[src/rtl/l4_range_encoder_pkg.sv]
// Shared sizing, mode encodings and FSM state codes for the L4 range encoder.
package l4_range_encoder_pkg;

  localparam int unsigned ENC_INBITS  = 16;
  localparam int unsigned ENC_OUTBITS = 4;
  localparam int unsigned CHUNK       = 4;
  localparam int unsigned NCHUNK      = ENC_INBITS / CHUNK;
  localparam int unsigned OFF_W       = (CHUNK > 1) ? $clog2(CHUNK) : 1;
  localparam int unsigned PTR_W       = (NCHUNK > 1) ? $clog2(NCHUNK) : 1;

  typedef enum logic [2:0] {
    ENCODE_DISABLE = 3'b000,
    ENCODE_LOWEST  = 3'b001,
    ENCODE_HIGHEST = 3'b010,
    ENCODE_RANGE   = 3'b011,
    ENCODE_EACH    = 3'b100
  } enc_mode_e;

  typedef enum logic [1:0] {
    ST_IDLE   = 2'b00,
    ST_SCAN   = 2'b01,
    ST_EMIT   = 2'b10,
    ST_FINISH = 2'b11
  } enc_state_e;

  // Unused encodings 101..111 fold onto DISABLE.
  function automatic enc_mode_e decode_mode(input logic [2:0] sel);
    case (sel)
      3'b001:  return ENCODE_LOWEST;
      3'b010:  return ENCODE_HIGHEST;
      3'b011:  return ENCODE_RANGE;
      3'b100:  return ENCODE_EACH;
      default: return ENCODE_DISABLE;
    endcase
  endfunction

endpackage

[src/rtl/l4_chunk_prienc.sv]
// Combinational priority encoder over one mask chunk, with run tracking so
// contiguity can be judged across chunk boundaries.
module l4_chunk_prienc #(
  parameter int unsigned CHUNK_W  = 4,
  parameter int unsigned OFF_BITS = 2
) (
  input  logic [CHUNK_W-1:0]  chunk_i,
  input  logic                run_seen_i,    // a set bit was seen in an earlier chunk
  input  logic                run_active_i,  // the bit just before this chunk was set
  output logic                any_o,
  output logic [OFF_BITS-1:0] lo_o,
  output logic [OFF_BITS-1:0] hi_o,
  output logic                brk_o,         // a set bit follows a gap after the run
  output logic                active_o       // top bit of this chunk is set
);

  logic seen_v;
  logic act_v;

  // Walk the chunk: lowest/highest offsets and run-break detection.
  always_comb begin
    any_o  = 1'b0;
    lo_o   = '0;
    hi_o   = '0;
    brk_o  = 1'b0;
    seen_v = run_seen_i;
    act_v  = run_active_i;
    for (int b = CHUNK_W - 1; b >= 0; b--) begin
      if (chunk_i[b]) lo_o = OFF_BITS'(b);
    end
    for (int b = 0; b < CHUNK_W; b++) begin
      if (chunk_i[b]) begin
        any_o = 1'b1;
        hi_o  = OFF_BITS'(b);
        if (seen_v && !act_v) brk_o = 1'b1;
        seen_v = 1'b1;
        act_v  = 1'b1;
      end else begin
        act_v = 1'b0;
      end
    end
    active_o = act_v;
  end

endmodule

[src/rtl/l4_range_encoder.sv]
// L4 range encoder: recovers lowest/highest/range/each-index information from
// a captured cell mask, scanning one chunk per cycle.
module l4_range_encoder
  import l4_range_encoder_pkg::*;
(
  input  logic                   clk,
  input  logic                   reset_n,
  input  logic                   start,
  input  logic [2:0]             sel_mode,
  input  logic [ENC_INBITS-1:0]  mask,
  output logic                   busy,
  output logic                   done,
  output logic                   found,
  output logic [ENC_OUTBITS-1:0] lower,
  output logic [ENC_OUTBITS-1:0] upper,
  output logic                   contiguous,
  output logic                   idx_valid,
  output logic [ENC_OUTBITS-1:0] idx,
  input  logic                   idx_ready
);

  localparam logic [PTR_W-1:0] PTR_LAST = PTR_W'(NCHUNK - 1);

  enc_state_e             state_q;
  enc_mode_e              mode_q;
  logic [ENC_INBITS-1:0]  work_q;
  logic [PTR_W-1:0]       ptr_q;
  logic                   run_active_q;
  logic                   busy_q, done_q, found_q, contig_q, idx_valid_q;
  logic [ENC_OUTBITS-1:0] lower_q, upper_q, idx_q;

  logic [CHUNK-1:0]       chunk_c;
  logic                   any_c, brk_c, active_c;
  logic [OFF_W-1:0]       lo_off_c, hi_off_c;
  logic [ENC_OUTBITS-1:0] lo_idx_c, hi_idx_c;
  logic                   lower_en_c, upper_en_c;

  assign chunk_c  = work_q[32'(ptr_q) * CHUNK +: CHUNK];
  assign lo_idx_c = ENC_OUTBITS'(32'(ptr_q) * CHUNK + 32'(lo_off_c));
  assign hi_idx_c = ENC_OUTBITS'(32'(ptr_q) * CHUNK + 32'(hi_off_c));

  assign lower_en_c = (mode_q == ENCODE_LOWEST)  || (mode_q == ENCODE_RANGE);
  assign upper_en_c = (mode_q == ENCODE_HIGHEST) || (mode_q == ENCODE_RANGE);

  l4_chunk_prienc #(
    .CHUNK_W  (CHUNK),
    .OFF_BITS (OFF_W)
  ) u_prienc (
    .chunk_i      (chunk_c),
    .run_seen_i   (found_q),
    .run_active_i (run_active_q),
    .any_o        (any_c),
    .lo_o         (lo_off_c),
    .hi_o         (hi_off_c),
    .brk_o        (brk_c),
    .active_o     (active_c)
  );

  // Control FSM and registered result outputs.
  always_ff @(posedge clk) begin
    if (!reset_n) begin
      state_q      <= ST_IDLE;
      mode_q       <= ENCODE_DISABLE;
      work_q       <= '0;
      ptr_q        <= '0;
      run_active_q <= 1'b0;
      busy_q       <= 1'b0;
      done_q       <= 1'b0;
      found_q      <= 1'b0;
      lower_q      <= '0;
      upper_q      <= '0;
      contig_q     <= 1'b0;
      idx_valid_q  <= 1'b0;
      idx_q        <= '0;
    end else begin
      done_q <= 1'b0;
      case (state_q)
        ST_IDLE: begin
          if (start) begin
            work_q       <= mask;
            mode_q       <= decode_mode(sel_mode);
            ptr_q        <= '0;
            run_active_q <= 1'b0;
            found_q      <= 1'b0;
            lower_q      <= '0;
            upper_q      <= '0;
            contig_q     <= 1'b0;
            busy_q       <= 1'b1;
            state_q      <= (decode_mode(sel_mode) == ENCODE_DISABLE) ? ST_FINISH : ST_SCAN;
          end
        end
        ST_SCAN: begin
          if (mode_q == ENCODE_EACH) begin
            // Stop on the lowest remaining bit of this chunk, else move on.
            if (any_c) begin
              idx_q       <= lo_idx_c;
              idx_valid_q <= 1'b1;
              state_q     <= ST_EMIT;
            end else if (ptr_q == PTR_LAST) begin
              state_q <= ST_FINISH;
            end else begin
              ptr_q <= ptr_q + PTR_W'(1);
            end
          end else begin
            // Fixed NCHUNK-cycle sweep so latency does not depend on data.
            if (any_c) begin
              found_q <= 1'b1;
              if (!found_q && lower_en_c) lower_q <= lo_idx_c;
              if (upper_en_c) upper_q <= hi_idx_c;
            end
            if (mode_q == ENCODE_RANGE) begin
              contig_q <= (contig_q || (!found_q && any_c)) && !brk_c;
            end
            run_active_q <= active_c;
            if (ptr_q == PTR_LAST) begin
              state_q <= ST_FINISH;
            end else begin
              ptr_q <= ptr_q + PTR_W'(1);
            end
          end
        end
        ST_EMIT: begin
          // Retire the emitted bit and rescan the same chunk.
          if (idx_ready) begin
            work_q[idx_q] <= 1'b0;
            idx_valid_q   <= 1'b0;
            found_q       <= 1'b1;
            state_q       <= ST_SCAN;
          end
        end
        ST_FINISH: begin
          done_q  <= 1'b1;
          busy_q  <= 1'b0;
          state_q <= ST_IDLE;
        end
        default: state_q <= ST_IDLE;
      endcase
    end
  end

  assign busy       = busy_q;
  assign done       = done_q;
  assign found      = found_q;
  assign lower      = lower_q;
  assign upper      = upper_q;
  assign contiguous = contig_q;
  assign idx_valid  = idx_valid_q;
  assign idx        = idx_q;

endmodule

[config.mk]
export PLATFORM = sky130hd
export DESIGN_NAME = l4_range_encoder
export DESIGN_NICKNAME = d
export VERILOG_FILES = /design/src/rtl/l4_range_encoder_pkg.sv /design/src/rtl/l4_chunk_prienc.sv /design/src/rtl/l4_range_encoder.sv
export SDC_FILE = /design/constraint.sdc
export NUM_CORES = 1
export LEC_CHECK = 0
export ABC_CLOCK_PERIOD_IN_PS = 3300
export CAP_MARGIN = 5
export CORE_ASPECT_RATIO = 2
export CORE_MARGIN = 1
export CORE_UTILIZATION = 50
export CTS_CLUSTER_SIZE = 30
export DETAILED_ROUTE_END_ITERATION = 10
export HOLD_SLACK_MARGIN = 0.05
export PLACE_DENSITY = 0.78
export SLEW_MARGIN = 15
export SYNTH_ARGS = -nofsm -noshare
export SYNTH_HDL_FRONTEND = slang
export SYNTH_SLANG_ARGS = --single-unit
[constraint.sdc]
create_clock -name clk -period 3.3 [get_ports clk]
set_input_delay 0.495 -clock clk [delete_from_list [all_inputs] [get_ports clk]]
set_output_delay 0.495 -clock clk [all_outputs]
set_load 0.01 [all_outputs]
==> impl_metrics.csv <==
group,metric,value,unit
outcome,outcome,"finished clean",
sta,clock.fmax,439,MHz
global_route,grt_pass1_vias,2033,
synth,synth_adder_area_share,2.79,%
synth,synth_area_per_cell,8.34,µm²
clocking,ctsResizeCount,0,
floorplan,rows,34,
synth,ys_ff_latch,41,
clocking,clk_latency,0.30,ns
global_route,grt-ovfl-total,0,
clocking,cts.sinks,41,
synth,synthXorXnorAreaFrac,0.390,%
final_layout,post-route-util,64.1,%
pwr,power_density,703,nW/µm²
synth,yosys.area_share.simple,20.4,%
detailed_routing,vias,2121,
critical_path,arrival,2.51,ns
synth,synth_top_family_by_area,"compound AO/OA/AOI/OAI gates",
synth,synth_fp_nets,297,
pwr,p_int,1.23,mW
floorplan,design.die.area,4780,µm²
synth,synth.most_common_cell,"dfxtp_1",
synth,ys_top_cells_by_count,"dfxtp_1, nand2_1, a21oi_1",
global_route,antenna_found_initial,0,
sta,finalSetupViolCount,0,
final_layout,nNetsFinal,327,
synth,synth_area,2240,µm²
sta,tightestPinTransition,0.663,ns
clocking,cts_max_path_buffers,2,
sta,hold_violations,0,
placement,port_buffers,39,
final_layout,insertedDiodeCount,0,
critical_path,r2r_slack,1.02,ns
sta,fin_tns_setup,0,ns
synth,synth.distinct_cells,48,
synth,syn_inst,269,
floorplan,fp.dieH,96.8,µm
placement,hpwlAfterDp,4.10,mm
floorplan,io_pins,40,
pwr,p_sw,0.724,mW
flow_run,cap_viol_max_count,0,
final_layout,fillCellCount,394,
pwr,totalPowerFinal,1.96,mW
critical_path,regToRegEndpoint,"found",
sta,rsz0062_at_grt,"no",
sta,slew_headroom,55.8,%
detailed_routing,firstDrtPassIters,5,
worst_hold_path,min_to,"lower[2]",
clocking,htreeDepth,2,
pwr,swShare,37.1,%
synth,synth_flop_cell,"dfxtp_1",
critical_path,startpoint_type,"register",
sta,fin_worst_skew,0.00643,ns
worst_hold_path,min-delay-path-class,"register to register",
worst_hold_path,min-delay-start,"lower[2]",
pwr,seq_power_share,32.8,%
synth,synth.top_cell.area_share,36.6,%
synth,synth-async-reset-ratio,0,%
synth,synth-seq-area-share,36.6,%
floorplan,start_util,51.7,%
worst_hold_path,min_path_cells,2,
sta,period_needed,2.28,ns
critical_path,path_class,"register to register",
pwr,leakage,1.00,nW
critical_path,required,3.53,ns
clocking,tritoncts,"done",
detailed_routing,wl_per_cell,16.0,µm
clocking,cts_buffers,5,
clocking,postCtsHoldBufs,0,
global_route,grt_start_max_net_pins,28,
clocking,cts_root_buf,"clkbuf_8",
critical_path,critPathCaptureType,"register",
final_layout,drive_gt1_share,7.00,%
clocking,clkTransAtPathRegs,0.09,ns
synth,synth.top_cells.by_area,"dfxtp_1, a21oi_1, nand2_1",
critical_path,r2r_cells,6,
critical_path,r2r-start,"state_q[1]",
floorplan,core,4340,µm²
detailed_routing,antenna_left,0,
sta,slew_viol_final,0,
global_route,grt_usage,25.8,%
sta,fin_crit_sh,69.1,%
detailed_routing,post_drt_via_cell_ratio,5.99,
synth,yosysTopAreaCell,"dfxtp_1",
detailed_routing,drt-total-wl,5.66,mm
pwr,pwr-share-comb,42.4,%
detailed_routing,drt_iter0_drc,53,
critical_path,worstPathMaxFanout,20,
clocking,post_cts_buffers,0,
synth,synth_enable_flop_cells,0,
placement,gp_congestion,0.946,
global_route,grt_pass1_wl,9.66,mm
pwr,vdd_drop_max,475,µV
floorplan,die_x,49.4,µm
synth,synth_mux_area_share,8.97,%
synth,yosys_warnings,0,
pwr,clkPwrFrac,24.8,%
synth,synth_compound_area_share,26.0,%
final_layout,syn_to_final_growth,24.0,%
detailed_routing,drc_errors,0,
worst max-delay path, stage by stage (launching register included):
cell and delay [ns]:
dfxtp_1 0.37, inv_1 0.10, ha_1 0.58, inv_1 0.23, or3_4 0.48, o2111ai_1 0.24
mux2i_1 0.20
area by class of cell:
cell class | instances | area [µm²] | area share (%)
Clock inverter | 3 | 65.1 | 2.34
Multi-Input combinational cell | 201 | 1310 | 47.2
Inverter | 7 | 26.3 | 0.944
Clock buffer | 5 | 68.8 | 2.47
Sequential cell | 41 | 821 | 29.5
Timing Repair Buffer | 43 | 420 | 15.1
Tap cell | 54 | 67.6 | 2.43
power groups by stage:
stage	Sequential [mW]	Combinational [mW]	Clock (mW)
after global placement	0.649	0.806	0
final	0.641	0.830	0.484
after CTS	0.640	0.829	0.490
after floorplan	0.628	0.639	0
after detailed placement	0.652	0.819	0
after global routing	0.652	0.919	0.509
flip-flops by register name, indices dropped and copies added (netlist names), 2 cells and up:
signal and flops:
idx 4, lower 4, mode_q 3, ptr_q 2
state_q 2, upper 4, work_q 16
metrics by stage:
| stage | hold slack, ns | setup WS, ns | instance area (µm²) | std cells |
|---|---|---|---|---|
| global route | 0.480 | 0.826 | 2780 | 354 |
| CTS | 0.467 | 1.04 | 2780 | 354 |
| detailed placement | 0.456 | 1.04 | 2650 | 346 |
| finish | 0.463 | 1.02 | 2780 | 354 |
| floorplan | 0.443 | 1.30 | 2240 | 269 |
| global placement | 0.446 | 1.05 | 2650 | 346 |
worst max-delay path by stage:
| stage | startpoint | end | slack [ns] | depth (start not counted) |
|---|---|---|---|---|
| 2_1_floorplan | state_q[1] | work_q[10] | 1.30 | 9 |
| 3_3_place_gp | start | work_q[5] | 1.05 | 5 |
| 3_5_place_dp | start | work_q[11] | 1.04 | 5 |
| 4_1_cts | state_q[1] | found | 1.04 | 6 |
| 5_1_grt | state_q[1] | work_q[3] | 0.83 | 6 |
| 6_report | state_q[1] | found | 1.02 | 6 |
placed cells by master (no fill, tap or decap), types with 6 or more instances in the layout:
cell / Yosys / final
a21oi_1: 29 / 29
clkdlybuf4s50_1: 0 / 39
dfxtp_1: 41 / 41
inv_1: 6 / 6
mux2i_1: 10 / 10
nand2_1: 35 / 35
nand2b_1: 6 / 6
nand3_1: 8 / 8
nor2_1: 12 / 12
nor2b_1: 9 / 9
o21a_1: 6 / 6
o21ai_0: 21 / 21
o21ai_1: 6 / 6
o31a_1: 6 / 6
per-layer routing:
metal	GRT usage [%]	part of all wire [%]
met3	3.46	4.0
met1	28.6	37
met4	12.1	2.9
met5	0	0
met2	46.7	56
logic make-up after synthesis:
family | Yosys count
xor+xnor | 1
fa+ha+maj | 5
flops | 41
mux | 15
compound gates | 91
simple gates | 89
buf+inv | 27
No activity file was read; power rests on OpenSTA's default activity.
